`src/rtl/sum_bcd_conv.sv`:
```
// sum_bcd_conv: converts an 8-bit two's-complement sum to sign plus three BCD digits
// using an 8-step shift-and-add-3 sequence triggered by a rising edge on start.
module sum_bcd_conv (
    input  logic       clk,
    input  logic       rst,
    input  logic       start,
    input  logic [7:0] sum_in,
    output logic       busy,
    output logic       done,
    output logic       neg,
    output logic [3:0] bcd_hund,
    output logic [3:0] bcd_tens,
    output logic [3:0] bcd_ones
);
    typedef enum logic [1:0] {IDLE, SHIFT, FINISH} state_t;
    state_t      state, state_n;
    logic        start_q, trig, neg_r;
    logic [7:0]  mag;
    logic [11:0] scr, adj;
    logic [2:0]  cnt;
    assign trig = start & ~start_q;
    always_comb begin
        adj[3:0]   = (scr[3:0]   >= 4'd5) ? scr[3:0]   + 4'd3 : scr[3:0];
        adj[7:4]   = (scr[7:4]   >= 4'd5) ? scr[7:4]   + 4'd3 : scr[7:4];
        adj[11:8]  = (scr[11:8]  >= 4'd5) ? scr[11:8]  + 4'd3 : scr[11:8];
    end
    always_comb begin
        state_n = state;
        state_n = (state == IDLE && trig)         ? SHIFT  :
                  (state == SHIFT && cnt == 3'd7) ? FINISH :
                  (state == FINISH)               ? IDLE   : state;
    end
    always_ff @(posedge clk or posedge rst) begin
        if (rst) begin
            state    <= IDLE;
            start_q  <= 1'b0;
            busy     <= 1'b0;
            done     <= 1'b0;
            neg      <= 1'b0;
            neg_r    <= 1'b0;
            mag      <= 8'd0;
            scr      <= 12'd0;
            cnt      <= 3'd0;
            bcd_hund <= 4'd0;
            bcd_tens <= 4'd0;
            bcd_ones <= 4'd0;
        end else begin
            start_q <= start;
            state   <= state_n;
            done    <= 1'b0;
            if (state == IDLE && trig) begin
                neg_r <= sum_in[7];
                mag   <= sum_in[7] ? ~sum_in + 8'd1 : sum_in;
                scr   <= 12'd0;
                cnt   <= 3'd0;
                busy  <= 1'b1;
            end
            if (state == SHIFT) begin
                {scr, mag} <= {adj[10:0], mag, 1'b0};
                cnt        <= cnt + 3'd1;
            end
            if (state == FINISH) begin
                {bcd_hund, bcd_tens, bcd_ones} <= scr;
                neg  <= neg_r;
                done <= 1'b1;
                busy <= 1'b0;
            end
        end
    end
endmodule

```
`config.mk`:
```
export PLATFORM = sky130hd
export DESIGN_NAME = sum_bcd_conv
export DESIGN_NICKNAME = d
export VERILOG_FILES = /design/src/rtl/sum_bcd_conv.sv
export SDC_FILE = /design/constraint.sdc
export NUM_CORES = 1
export LEC_CHECK = 0
export BUFFER_PORTS_ARGS = -buffer_cell sky130_fd_sc_hd__buf_4
export CORE_ASPECT_RATIO = 0.75
export CORE_MARGIN = 4
export CORE_UTILIZATION = 30
export DETAILED_ROUTE_END_ITERATION = 10
export PLACE_DENSITY_LB_ADDON = 0.12
export SLEW_MARGIN = 40
export SYNTH_ARGS = -nofsm -noshare
export SYNTH_HDL_FRONTEND = slang
export SYNTH_SLANG_ARGS = --single-unit
```
`constraint.sdc`:
```
create_clock -name clk -period 1.6 [get_ports clk]
set_clock_uncertainty 0.1 [all_clocks]
set_input_delay 0.32 -clock clk [delete_from_list [all_inputs] [get_ports clk]]
set_output_delay 0.32 -clock clk [all_outputs]
set_load 0.01 [all_outputs]
```
==> flow_summary.ini, run 1 <==
[sta]
finalHoldViolations = 0
clock.fmax_mhz = 677
rsz0062_at_grt = false
setup-tns-final_ps = 0
hold_slack_ps = 36.8
relSlewSlack = 0.737
fin_crit_ps = 1480
timing.final.max_slew_violations = 0
setup_viol = 0
worst_pin_slew_ps = 395
period_share = 0.923

[grt]
grt_max_degree = 43
grt_overflow = 0
first_global_vias = 1397
antenna_found_initial = 0
grt_pass1_wl_um = 6910
grt_usage = 0.109

[critical_path]
crit_chain = nand2b_1, a21o_1, buf_4, a22oi_1, o21ai_0
cp-end-kind = flop
required_ps = 1670
crit_fanout = 13
worst_setup_path_start_kind = flop
path_class = flop to flop
r2r_cells = 5
arrival_ps = 1550
crit_path_max_incr_delay_ps = 360
cpMaxStageDelayCell = dfrtp_1

[floorplanning]
die_height_um = 78.5
start_util = 0.313
dieArea_sq_um = 8000
num_rows = 25
die_x_um = 102
core_area_sq_um = 6350
ios = 26

[yosys]
synthDistinctLibCells = 33
synth_ff_type = dfrtp_1
syn_area_sq_um = 1990
synthArstFlopShare = 1.00
seq_area_frac_synth = 0.529
ys_ff_latch = 42
syn_nets = 213
avgSynthCellArea_sq_um = 10.3
synth_edf_count = 0
synth_warnings = 0
postSynthCellCount = 193

[cts]
clkSlewWorstSetupHoldPaths_ps = 90
cts.sinks = 42
cts_tree = built
cts_inserted_buffers = 5
htree_levels = 2
clockBufferDepth = 2
cts_root_buf = clkbuf_8
clk_latency_ps = 300

[finish]
final_cell_mix = dfrtp_1, buf_4, nand2_1
n_antenna_cell = 0
fin_util = 0.397
drive_gt1_frac = 0.277
design_area_sq_um = 2520
final_common_cell = dfrtp_1
area_growth_pct = 26.9
final_net_count = 254

[power_and_ir_drop]
p_leak_nw = 1.20
powerDensity_nw_per_um2 = 1810
power_w = 0.00455
ir_drop_mv = 0.622

[route]
drc = 0
firstDrtPassIters = 4
detail_route.wirelength_um = 3890
wl_per_cell_um = 12.3
first_iter_violations = 73
postRouteAntennaNets = 0
vias = 1446
via_per_inst = 4.58

[worst_hold_path]
min_path_type = primary input to flop
hold_path_depth = 1

[flow_run]
cap_violations = 0

[placement]
gp_congestion = 0.750
dp_hpwl_um = 2790
portBuffers = 25
place_area_sq_um = 2410

[run_status]
outcome = complete, no violations
-- state kept, by name, summed over array words and instances (netlist names) --
name / flops
scr: 12
mag: 8
bcd_hund: 4
bcd_ones: 4
bcd_tens: 4
cnt: 3
state: 2
busy: 1
done: 1
neg: 1
neg_r: 1
start_q: 1
-- through the flow --
step / setup slack, ps / std cells
2_1_floorplan: 84.3 / 193
3_3_place_gp: -82.8 / 307
3_5_place_dp: -105 / 307
4_1_cts: 65.6 / 316
5_1_grt: 14.9 / 316
6_report: 123 / 316
-- worst max-delay path, delay by kind of cell (launching register included) --
| family | cells | cell delay (ps) |
|---|---|---|
| flops | 1 | 360 |
| simple gates | 1 | 160 |
| compound gates | 3 | 530 |
| buf+inv | 1 | 210 |
-- cells by family (layout without fill, tap and decap cells) --
| kind of cell | count (synthesis) | after routing | synth area share |
|---|---|---|---|
| adder cells (fa/ha/maj) | 9 | 9 | 0.0567 |
| AND/OR/NAND/NOR | 60 | 60 | 0.141 |
| AO/OA/AOI/OAI | 45 | 45 | 0.147 |
| buffers and inverters | 20 | 62 | 0.0422 |
| flip-flops | 42 | 42 | 0.529 |
| multiplexers | 8 | 8 | 0.0447 |
| XOR/XNOR | 9 | 9 | 0.0397 |
-- final cells by class --
cell class	instances	area, sq um
fillers	651	3830
flip-flops and latches	42	1050
multi-input cells	131	858
repair buffers	43	375
well taps	81	101
clock buffers	5	68.8
inverters	11	41.3
clock inverters	3	23.8
-- worst paths after layout --
check	from	end	slack, ps
hold / removal	start	start_q	40
min in group asynchronous	rst	bcd_hund[2]	520
hold reg to reg	bcd_hund[1]	bcd_hund[1]	390
setup reg to reg	start_q	mag[3]	120
max in group asynchronous	rst	scr[1]	660
setup / recovery	start_q	mag[3]	120
-- cells in the mapped netlist (2+ instances only) --
library cell,instances,area share
o311ai_0,3,0.013
nand3_1,6,0.015
nand2b_1,5,0.016
ha_1,9,0.057
xor2_1,5,0.022
inv_1,10,0.019
nand2_1,32,0.060
a21oi_1,4,0.010
buf_2,7,0.018
nor3_1,4,0.010
mux2_2,7,0.040
o21ai_0,25,0.063
nor2b_1,2,0.0063
dfrtp_1,42,0.53
nor2_1,4,0.0076
a22oi_1,6,0.023
xnor2_1,4,0.018
clkbuf_1,2,0.0038
o31ai_1,2,0.0076
-- power by group --
group	total, W	switching [W]	internal [W]
registers	0.00175	0.000278	0.00147
logic	0.00209	0.00105	0.00104
clock network	0.000709	0.000397	0.000312
-- what timing repair did --
item / CTS / global route
hold buffers: 1 / 0
buffers inserted: 0 / 0
setup endpoints to repair: 0 / 4
resized for setup: 0 / 3
endpoints found under the hold margin: 38 / 0
-- metal layers --
layer  GRT usage  wire, um  vias up
li1            -         -      742
met1       0.164      2070      679
met2       0.150      1610       21
met3      0.0320       177        4
met4      0.0315        38        0
met5           0         0        -
No activity file was read; power rests on OpenSTA's default activity.
==> run 2, diff against run 1 <==
--- a/config.mk
+++ b/config.mk
@@ -5,11 +5,13 @@
 export SDC_FILE = /design/constraint.sdc
 export NUM_CORES = 1
 export LEC_CHECK = 0
+export ABC_AREA = 1
 export BUFFER_PORTS_ARGS = -buffer_cell sky130_fd_sc_hd__buf_4
 export CORE_ASPECT_RATIO = 0.75
 export CORE_MARGIN = 4
 export CORE_UTILIZATION = 30
 export DETAILED_ROUTE_END_ITERATION = 10
+export HOLD_SLACK_MARGIN = 0.05
 export PLACE_DENSITY_LB_ADDON = 0.12
 export SLEW_MARGIN = 40
 export SYNTH_ARGS = -nofsm -noshare
==> run 2 against run 1 <==
  * Setup slack improved by 9.2 ps
  * Combinational power is 9% higher
  * Critical path depth rose by 1
  * Clock-buffer cell count rose by 1
  * Critical endpoint is now scr[5]
  * Largest power group unchanged
  * Global-route usage up 1.1 points
  * Utilization fell by 0.77 points
==> flow_summary.ini, run 2 <==
[run_status]
outcome = complete, no violations

[cts]
postCtsSetupBuffers = 0
cts.sinks = 42
cts_root_buf = clkbuf_8
clockBufferDepth = 2
cts_tree = built
cts_inserted_buffers = 5
clkSlewWorstSetupHoldPaths_ps = 90
htree_levels = 2
clk_latency_ps = 310

[yosys]
synth_top_family_by_area = simple AND/OR/NAND/NOR gates
synth_fa_ha_area_frac = 0.0545
postSynthCellCount = 256
syn_nets = 276
synthXorXnorAreaFrac = 0
syn_area_sq_um = 2070
synthTopCellsByArea = dfrtp_1, nand2_1, nand3_1
synth_warnings = 0
synthSimpleGateAreaFrac = 0.272
synth_compound_area_frac = 0.0890
muxShareOfSynthArea = 0
synth_common_cells = nand2_1, dfrtp_1, inv_1, nand3_1, o21ai_0
synth_top_area_cell = dfrtp_1
synth_ff_type = dfrtp_1
synthArstFlopShare = 1.00
synth_edf_count = 0
seq_area_frac_synth = 0.509
synthDistinctLibCells = 24
netlist.area_leader.share = 0.509
yosysMostFrequentCell = nand2_1
avgSynthCellArea_sq_um = 8.07
ys_ff_latch = 42

[floorplanning]
die_height_um = 79.9
ios = 26
die_x_um = 104
core_area_sq_um = 6470
num_rows = 25
start_util = 0.319
dieArea_sq_um = 8290

[route]
via_per_inst = 4.48
drc = 0
postRouteAntennaNets = 0
firstDrtPassIters = 4
detail_route.wirelength_um = 4330
wl_per_cell_um = 11.7
vias = 1659
first_iter_violations = 55

[sta]
relSlewSlack = 0.742
finalHoldViolations = 0
fin_crit_ps = 1470
timing.final.max_slew_violations = 0
rsz0062_at_grt = false
setup_viol = 0
period_share = 0.918
worst_pin_slew_ps = 386
clock.fmax_mhz = 681
setup-tns-final_ps = 0

[power_and_ir_drop]
powerDensity_nw_per_um2 = 1990
p_clk_frac = 0.175
p_seq_frac = 0.369
power_w = 0.00501
switchingPower_w = 0.00202
ir_drop_mv = 0.580
combPwrFrac = 0.456
p_leak_nw = 1.32
sw_frac_of_total = 0.404
p_int_w = 0.00299

[finish]
n_antenna_cell = 0
final_cell_mix = nand2_1, dfrtp_1, nand3_1, buf_4, inv_1
final_common_cell = nand2_1
largest_reg_flops = 12
top_register = scr
area_growth_pct = 22.0
top_regs = scr (12), mag (8)
final_net_count = 309
drive_gt1_frac = 0.166

[placement]
dp_hpwl_um = 3080
gp_congestion = 0.756
portBuffers = 25

[critical_path]
worst_setup_path_start_kind = primary input
critPathTopFamily = buffers and inverters
crit_buf_inv = 3
rrSetupSlack_ps = 210
required_ps = 1710
cpMaxStageDelayCell = dlygate4sd3_1
r2r_end = scr[5]
reg2reg_from = state[1]
arrival_ps = 1580
cp-end-kind = flop
r2r_cells = 5
path_class = primary input to flop
crit_chain = dlygate4sd3_1, buf_4, nand3_2, nand2_4, buf_4, o21ai_0
cp_common_cell = buf_4
crit_path_max_incr_delay_ps = 540
crit_fanout = 6

[flow_run]
cap_violations = 0

[worst_hold_path]
hold_path_depth = 4
whs_endpoint = mag[5]
hp-start = sum_in[5]
min_path_type = primary input to flop

[grt]
antenna_found_initial = 0
grt_usage = 0.120
grt_max_degree = 43
grt_overflow = 0
first_global_vias = 1677
grt_pass1_wl_um = 7910
run 2: changes by cell type in the layout (fill, tap and decap cells not counted), moves of 4 or more:
cell / before / now
mux2_2: 7 / 0
nand2_1: 32 / 83
buf_4: 38 / 28
nor2_1: 4 / 12
xor2_1: 5 / 0
nand3_1: 6 / 28
nor3_1: 4 / 0
a22oi_1: 6 / 0
o21ai_1: 1 / 6
xnor2_1: 4 / 0
nand2b_1: 5 / 0
inv_1: 10 / 27
run 2: worst max path at each step:
stage	cells after the start	endpoint	start
global route	8	scr[6]	scr[5]
finish	6	scr[5]	start
floorplan	1	bcd_hund[0]	rst
global placement	7	mag[2]	sum_in[0]
CTS	7	scr[2]	scr[0]
detailed placement	7	scr[2]	scr[0]
run 2: layout make-up:
cell class,instances,area (sq um)
fillers,679,3960
well taps,81,101
inverters,32,123
clock inverters,1,30.0
clock buffers,6,82.6
repair buffers,32,270
multi-input cells,176,862
flip-flops and latches,42,1050
run 2: what timing repair did:
| item | in CTS | in global routing |
|---|---|---|
| resized for setup | 0 | 3 |
| endpoints found under the setup margin | 0 | 4 |
| hold buffers | 2 | 0 |
| hold endpoints to repair | 43 | 0 |
run 2: logic make-up (layout without fill, tap and decap cells):
kind of cell,count (synthesis),after routing
AO/OA/AOI/OAI,36,36
adder cells (fa/ha/maj),9,9
buffers and inverters,38,71
flip-flops,42,42
AND/OR/NAND/NOR,131,131
run 2: metal layers:
| layer | share of wire | global-route usage | vias to the layer above |
|---|---|---|---|
| li1 | - | - | 880 |
| met1 | 0.53 | 0.163 | 754 |
| met2 | 0.42 | 0.179 | 19 |
| met3 | 0.042 | 0.0453 | 6 |
| met4 | 0.012 | 0.0359 | 0 |
| met5 | 0 | 0 | - |
run 2: per-stage QoR:
step | cells | hold WS [ps] | setup WS (ps) | util | area [sq um]
after floorplan | 256 | 251 | 206 | - | 2070
after global placement | 361 | 313 | 135 | 0.368 | 2380
after detailed placement | 361 | 313 | 115 | 0.368 | 2380
after CTS | 370 | 219 | 112 | 0.389 | 2520
after global routing | 370 | 246 | 2.72 | 0.389 | 2520
final | 370 | 225 | 132 | 0.389 | 2520
run 2: power groups by stage:
| stage | combinational (W) | clock (W) | sequential, W |
|---|---|---|---|
| final | 0.00228 | 0.000877 | 0.00185 |
| after global routing | 0.00273 | 0.000960 | 0.00192 |
| after CTS | 0.00233 | 0.000915 | 0.00185 |
| after detailed placement | 0.00232 | 0 | 0.00187 |
| after global placement | 0.00231 | 0 | 0.00186 |
| after floorplan | 0.00150 | 0 | 0.00189 |
run 2: worst register-to-register path, stage by stage, from the launching register on:
cell and delay [ps]:
dfrtp_1 440, nor2_1 150, nand3_2 180, nand2_4 130, buf_4 160, o21ai_0 90
